--- src/rtl/store_narrow_buffer_if.sv ---
// Store-path bus bundle: MEM-stage store request side and data-memory write side.
// slave = buffer view (takes stores, drives memory); master = pipeline/memory view.
interface store_narrow_buffer_if #(
    parameter int AW = 32
);
    logic          st_valid;
    logic          st_ready;
    logic [AW-1:0] st_addr;
    logic [1:0]    st_size;
    logic [31:0]   st_data;
    logic          mem_req;
    logic          mem_ack;
    logic [AW-1:0] mem_addr;
    logic [31:0]   mem_wdata;
    logic [3:0]    mem_wstrb;

    modport slave (
        input  st_valid, st_addr, st_size, st_data, mem_ack,
        output st_ready, mem_req, mem_addr, mem_wdata, mem_wstrb
    );

    modport master (
        output st_valid, st_addr, st_size, st_data, mem_ack,
        input  st_ready, mem_req, mem_addr, mem_wdata, mem_wstrb
    );
endinterface

--- src/rtl/store_narrow_buffer.sv ---
// MEM-stage store narrowing + write FIFO draining to data memory over req/ack.
// Ports: clk, resetn (async low), bus (slave: st_* in, mem_* out), buf_empty.
// Optional STORE_MISALIGN_EXC_EN adds misalign_exc / bad_vaddr.
module store_narrow_buffer #(
    parameter int DEPTH = 2,
    parameter int AW    = 32
) (
    input  logic                clk,
    input  logic                resetn,
    store_narrow_buffer_if.slave bus,
`ifdef STORE_MISALIGN_EXC_EN
    output logic                misalign_exc,
    output logic [AW-1:0]       bad_vaddr,
`endif
    output logic                buf_empty
);
    localparam int PW = $clog2(DEPTH);
    localparam int CW = $clog2(DEPTH) + 1;

    logic [PW-1:0] wr_ptr;
    logic [PW-1:0] rd_ptr;
    logic [CW-1:0] count;

    logic [AW-1:0] addr_q [DEPTH];
    logic [31:0]   data_q [DEPTH];
    logic [3:0]    strb_q [DEPTH];

    logic [31:0] n_data;
    logic [3:0]  n_strb;
    logic        size_ok;
    logic        misaligned;
    logic        accept;
    logic        enq;
    logic        deq;

    always_comb begin
        n_data     = bus.st_data;
        n_strb     = 4'b0000;
        size_ok    = 1'b1;
        misaligned = 1'b0;
        unique case (1'b1)
            bus.st_size == 2'b00: begin
                n_data = {4{bus.st_data[7:0]}};
                n_strb = 4'b0001 << bus.st_addr[1:0];
            end
            bus.st_size == 2'b01: begin
                n_data     = {2{bus.st_data[15:0]}};
                n_strb     = bus.st_addr[1] ? 4'b1100 : 4'b0011;
                misaligned = bus.st_addr[0];
            end
            bus.st_size == 2'b10: begin
                n_strb     = 4'b1111;
                misaligned = bus.st_addr[1:0] != 2'b00;
            end
            default: size_ok = 1'b0;
        endcase
    end

    assign bus.st_ready = count != CW'(DEPTH);
    assign bus.mem_req  = count != '0;
    assign buf_empty    = count == '0;
    assign accept       = bus.st_valid & bus.st_ready;
    assign deq          = bus.mem_req & bus.mem_ack;

`ifdef STORE_MISALIGN_EXC_EN
    // Misaligned stores are consumed but never reach memory.
    assign enq = accept & size_ok & ~misaligned;

    always_ff @(posedge clk or negedge resetn) begin
        if (!resetn) begin
            misalign_exc <= 1'b0;
            bad_vaddr    <= '0;
        end else begin
            misalign_exc <= accept & size_ok & misaligned;
            if (accept & size_ok & misaligned)
                bad_vaddr <= bus.st_addr;
        end
    end
`else
    // Without the exception the lane logic already truncates the offset.
    logic unused_mis;
    assign unused_mis = misaligned;
    assign enq        = accept & size_ok;
`endif

    always_ff @(posedge clk or negedge resetn) begin
        if (!resetn) begin
            wr_ptr <= '0;
            rd_ptr <= '0;
            count  <= '0;
            for (int i = 0; i < DEPTH; i++) begin
                addr_q[i] <= '0;
                data_q[i] <= '0;
                strb_q[i] <= '0;
            end
        end else begin
            if (enq) begin
                addr_q[wr_ptr] <= {bus.st_addr[AW-1:2], 2'b00};
                data_q[wr_ptr] <= n_data;
                strb_q[wr_ptr] <= n_strb;
                wr_ptr         <= wr_ptr + 1'b1;
            end
            if (deq)
                rd_ptr <= rd_ptr + 1'b1;
            case ({enq, deq})
                2'b10:   count <= count + CW'(1);
                2'b01:   count <= count - CW'(1);
                default: count <= count;
            endcase
        end
    end

    assign bus.mem_addr  = addr_q[rd_ptr];
    assign bus.mem_wdata = data_q[rd_ptr];
    assign bus.mem_wstrb = strb_q[rd_ptr];
endmodule
--- src/flat_wrapper.sv ---
// flat-port wrapper written by rule: the top's interface ports become plain ports
module store_narrow_buffer_flat 
#(
    parameter int DEPTH = 2,
    parameter int AW    = 32
)
  (clk, resetn, buf_empty, bus_st_valid, bus_st_addr, bus_st_size, bus_st_data, bus_mem_ack, bus_st_ready, bus_mem_req, bus_mem_addr, bus_mem_wdata, bus_mem_wstrb);
  store_narrow_buffer_if #(.AW(AW)) bus_i ();
  input  logic clk;
  input  logic resetn;
  output logic buf_empty;
  input wire logic [$bits(bus_i.st_valid)-1:0] bus_st_valid;
  input wire logic [$bits(bus_i.st_addr)-1:0] bus_st_addr;
  input wire logic [$bits(bus_i.st_size)-1:0] bus_st_size;
  input wire logic [$bits(bus_i.st_data)-1:0] bus_st_data;
  input wire logic [$bits(bus_i.mem_ack)-1:0] bus_mem_ack;
  output wire logic [$bits(bus_i.st_ready)-1:0] bus_st_ready;
  output wire logic [$bits(bus_i.mem_req)-1:0] bus_mem_req;
  output wire logic [$bits(bus_i.mem_addr)-1:0] bus_mem_addr;
  output wire logic [$bits(bus_i.mem_wdata)-1:0] bus_mem_wdata;
  output wire logic [$bits(bus_i.mem_wstrb)-1:0] bus_mem_wstrb;
  assign bus_i.st_valid = bus_st_valid;
  assign bus_i.st_addr = bus_st_addr;
  assign bus_i.st_size = bus_st_size;
  assign bus_i.st_data = bus_st_data;
  assign bus_i.mem_ack = bus_mem_ack;
  assign bus_st_ready = bus_i.st_ready;
  assign bus_mem_req = bus_i.mem_req;
  assign bus_mem_addr = bus_i.mem_addr;
  assign bus_mem_wdata = bus_i.mem_wdata;
  assign bus_mem_wstrb = bus_i.mem_wstrb;
  store_narrow_buffer #(.DEPTH(DEPTH), .AW(AW)) u_core (.clk(clk), .resetn(resetn), .bus(bus_i), .buf_empty(buf_empty));
endmodule
--- config.mk ---
export PLATFORM = sky130hd
export DESIGN_NAME = store_narrow_buffer_flat
export DESIGN_NICKNAME = d
export VERILOG_FILES = /design/src/rtl/store_narrow_buffer_if.sv /design/src/rtl/store_narrow_buffer.sv /design/src/flat_wrapper.sv
export SDC_FILE = /design/constraint.sdc
export NUM_CORES = 1
export LEC_CHECK = 0
export BUFFER_PORTS_ARGS = -buffer_cell sky130_fd_sc_hd__clkbuf_2
export CORE_MARGIN = 5
export CORE_UTILIZATION = 55
export CTS_CLUSTER_DIAMETER = 30
export DETAILED_ROUTE_END_ITERATION = 12
export PLACE_DENSITY = 0.81
export SLEW_MARGIN = 20
export SYNTH_ARGS = -nofsm -noshare
export SYNTH_HDL_FRONTEND = slang
export SYNTH_SLANG_ARGS = --single-unit
--- constraint.sdc ---
create_clock -name clk -period 2.3 [get_ports clk]
set_input_delay 0.46 -clock clk [delete_from_list [all_inputs] [get_ports clk]]
set_output_delay 0.46 -clock clk [all_outputs]
set_load 0.05 [all_outputs]
Yosys cells after proc, flatten, opt, wreduce, memory -nomap -nowiden
Cells that the tools add are included.

Word-level logic and storage cells: 54. Bits in registers: 140. Output and inout bits: 71.

Bitwise gates (word level): 5. Equality and inequality tests: 5. Add/sub/neg operators: 4. Magnitude comparators: 3. Reduce and logical (&&, ||, !) cells: 6. Shift operators: 1. Mux-type cells: 21.

Operator list (count): 32-bit 2-to-1 mux (7); 64-bit bitwise mux (2); 32-bit one-hot mux with 2 select lines (1); 32-bit demux with 1-bit select (1); 4-bit 2-to-1 mux (5); 4-bit one-hot mux with 3 select lines (1); 8-bit bitwise mux (1); 4-bit demux with 1-bit select (1); 2-bit by 1-bit == test with 1-bit output (second input constant) (2); 2-bit == test (second input constant) (2); 2-bit >= comparator (second input constant) (2); 2-bit zero test (2); 1-bit NOT with 2-bit output (2); 2-bit one-hot mux with 2 select lines (1); 2-bit nonzero test (2); 1-bit by 2-bit << shifter with 4-bit output (first input constant) (1); 1-bit bitwise AND (3); 3-bit OR reduction (1); 1-bit adder (second input constant) (2); 2-bit by 1-bit adder with 2-bit output (second input constant) (1); 2-bit by 1-bit < comparator with 1-bit output (second input constant) (1); 2-bit != test (second input constant) (1); 2-bit by 1-bit subtractor with 2-bit output (second input constant) (1); 1-bit logical AND (1); 1-bit 2-to-1 mux (1).

Logic depth before layout (Yosys ltp)
Depth in word-level cells: 6. Gate-level depth with buffers: 8.

Worst setup path after synthesis
Ideal clock, no wire load.

Kind: register to output. From: reg u_core.rd_ptr. To: out bus_mem_addr[10]. Setup slack: 0.439 ns. Arrival: 1.401 ns. Cell stages (with the launch flop): 4. Cell sequence: dfrtp_1 clkbuf_1 buf_2 mux2_2.

Word-level cells in the longest chain between the ends: 4.

RTL lines: start: declaration (line store_narrow_buffer.sv:21) `logic [PW-1:0] rd_ptr;`; start signal: assignment (line store_narrow_buffer.sv:104) `rd_ptr <= rd_ptr + 1'b1;`; 1-bit NOT with 2-bit output (implied by the code) (line store_narrow_buffer.sv:113) `assign bus.mem_addr = addr_q[rd_ptr];`; 32-bit 2-to-1 mux (implied by the code) (3 in a row) (line store_narrow_buffer.sv:113); end: declaration (line flat_wrapper.sv:19) `output wire logic [$bits(bus_i.mem_addr)-1:0] bus_mem_addr;`.

Every way passes these cells. The select of a mux whose other input is x is not followed.

Worst setup path after layout
From: reg u_core.rd_ptr. To: out bus_mem_addr[21].

Same word-level chain as after synthesis.

==> results.json <==
{
  "synthCells": 443,
  "synth_xor_area_frac": 0.00657,
  "n_antenna_cell": 0,
  "ys_seq_area_frac": 0.510,
  "place_congestion": 0.799,
  "rr_endpoint": "u_core.addr_q[50]",
  "route.met3.wl_um": 810,
  "synth-compound-area-share": 0.0443,
  "grt-ovfl-total": 0,
  "dp_hpwl_mm": 10.2,
  "avgRoutedWirePerCell_um": 19.9,
  "dieWidth_um": 120,
  "critical_path_required_ps": 1840,
  "r2r_cells": 5,
  "met1Wirelength_mm": 6.39,
  "drv_slew": 0,
  "finalCriticalPeriod_ps": 2220,
  "regToRegSetupSlack_ps": 540,
  "routed_wl_mm": 14.9,
  "die_h_um": 120,
  "ys_types": 32,
  "tritoncts": "built",
  "worst_clock_skew_ps": 6.16,
  "antenna_found_initial": 0,
  "first_iter_violations": 247,
  "syn_area_per_cell_um2": 15.1,
  "start_util": 0.557,
  "seq_area_um2": 3400,
  "ant_nets": 0,
  "grt_first_pass_wirelength_mm": 24.2,
  "finalCritPeriodShare": 0.965,
  "criticalPathCategory": "reg -> out",
  "synthTopCellsByArea": "dfrtp_1 (51%), mux2_2 (25%), mux2_4 (11%)",
  "areaGrowthSynthToFinish_pct": 20.8,
  "fmax_mhz": 450,
  "finalSetupViolCount": 0,
  "tightest_slew_ps": 588,
  "maxCapViolations": 0,
  "clkTransAtPathRegs_ps": 60,
  "path_cells": "buf_4 -> mux2_2 -> clkbuf_2",
  "cts_root_buf": "clkbuf_16",
  "hold_viol_final": 0,
  "rsz0062_at_grt": "false",
  "synth_area_leader_cell": "dfrtp_1",
  "setup_tns_ps": 0,
  "vias": 4157,
  "multi_input_area_um2": 2950,
  "die-area_um2": 14400,
  "cts_hold_buf": 0,
  "hold_class": "in -> async",
  "relSlewSlack": 0.608,
  "slowest_stage": "dfrtp_2",
  "grt_max_degree": 62,
  "slowest_delay_ps": 460,
  "synth_fa_ha_area_frac": 0.00188,
  "fillers": 883,
  "synth_top_family_by_area": "multiplexers",
  "ys_ff_latch": 136,
  "worstSetupEndpoint": "bus_mem_addr[21]",
  "cts.sinks": 136,
  "cts_max_path_buffers": 2,
  "synth_mux_area_frac": 0.363,
  "path_max_fanout": 15,
  "drt_pass1_iterations": 4,
  "layout-drive-gt1-share": 0.647,
  "critPathCaptureType": "output pin",
  "status": "completed",
  "clk_latency_ps": 420,
  "cts.htree.levels": 4,
  "grt_util_all_layers": 0.215,
  "critPathArrivalTime_ps": 1760,
  "viasPerCell": 5.56,
  "cts_buffers": 17,
  "dr.max_layer_used": "met4",
  "coreArea_um2": 12000,
  "crit_start": "u_core.rd_ptr",
  "io_buffer_count": 138,
  "synth_top_area_frac": 0.510,
  "num_rows": 40,
  "grt_pass1_vias": 4582,
  "drc": 0,
  "critPathLaunchType": "register",
  "ys_warn_count": 0,
  "r2r-start": "u_core.count[0]",
  "yosys.area_share.simple": 0.0257,
  "wl_met2_mm": 7.55,
  "synth_area_um2": 6670,
  "io_pins": 141,
  "nNetsFinal": 658
}
-- stage by stage --
stage	instances	utilization	hold slack [ps]	instance area, um2	setup slack, ps
floorplan	444	-	164	6670	439
global placement	713	0.622	465	7440	424
detailed placement	713	0.622	481	7440	396
CTS	747	0.673	41.4	8050	76.5
global route	747	0.673	42.1	8050	18.5
finish	747	0.673	7.05	8050	79.5
-- cell usage after synthesis --
library cell	instances
buf_2	8
inv_6	1
nor2b_1	9
buf_4	2
nand4b_4	1
and3b_1	1
ha_1	1
xor2_1	2
o31ai_1	2
or2_2	1
and2_1	3
nand2_1	1
mux2_2	148
mux2_4	50
nor2b_2	1
buf_6	6
inv_1	9
clkbuf_2	1
buf_12	6
nand3_1	2
and3_4	1
nand2b_1	2
conb_1	1
a32o_1	16
xnor2_1	3
clkbuf_1	3
buf_1	5
dfrtp_1	136
o21ai_0	2
a21oi_1	8
nor2_1	3
a211o_1	8
-- flip-flops by register name (all words and copies together) (netlist names) --
signal,flops
u_core.wr_ptr,1
u_core.addr_q,60
u_core.count,2
u_core.rd_ptr,1
u_core.strb_q,8
u_core.data_q,64
-- worst min path at each step --
| stage | startpoint | to | depth (start not counted) |
|---|---|---|---|
| floorplan | resetn | u_core.addr_q[10] | 0 |
| global placement | resetn | u_core.addr_q[16] | 1 |
| detailed placement | resetn | u_core.addr_q[16] | 1 |
| CTS | resetn | u_core.addr_q[16] | 1 |
| global route | resetn | u_core.addr_q[16] | 1 |
| finish | resetn | u_core.addr_q[16] | 1 |
-- timing repair --
action	in CTS	in global routing
setup endpoints to repair	57	0
resized for setup	0	0
setup buffers	2	0
-- logic make-up after synthesis --
logic type / Yosys count
AOI/OAI and AO/OA: 36
xor gates and xnor gates: 5
adders and majority gates: 1
buffers and inverters: 41
DFF: 136
muxes: 198
other: 1
and+or+nand+nor: 25
-- per-layer routing --
layer / vias up / global-route usage
li1: 1883 / -
met1: 2140 / 0.275
met2: 119 / 0.360
met3: 15 / 0.0580
met4: 0 / 0.0616
met5: - / 0
-- cell usage in the layout, fill, tap and decap left out, drive strengths merged --
cell type	synthesis	layout
and3b	1	1
or2	1	1
a211o	8	8
nand2b	2	2
xor2	2	2
clkinv	0	5
clkinvlp	0	1
a32o	16	16
nor2b	10	10
dfrtp	136	136
o21ai	2	2
xnor2	3	3
nand3	2	2
bufinv	0	3
a21oi	8	8
ha	1	1
buf	27	18
conb	1	2
mux2	198	198
nand4b	1	1
nand2	1	1
o31ai	2	2
clkbuf	4	160
inv	10	10
and2	3	3
nor2	3	3
and3	1	1
-- critical path: cells and delay by family (launching register included) --
| family | cells | cell delay, ps |
|---|---|---|
| buffers and inverters | 2 | 510 |
| flip-flops | 1 | 460 |
| multiplexers | 1 | 370 |
-- area by class of cell --
class,count,area share
Sequential cell,136,0.423
Inverter,10,0.00528
Clock inverter,9,0.0152
Timing Repair Buffer,155,0.109
Clock buffer,23,0.0593
Multi-Input combinational cell,267,0.366
Tap cell,147,0.0228
Power is not shown: default switching activity piles up to over one toggle a cycle in this logic, so the estimate is an artifact.
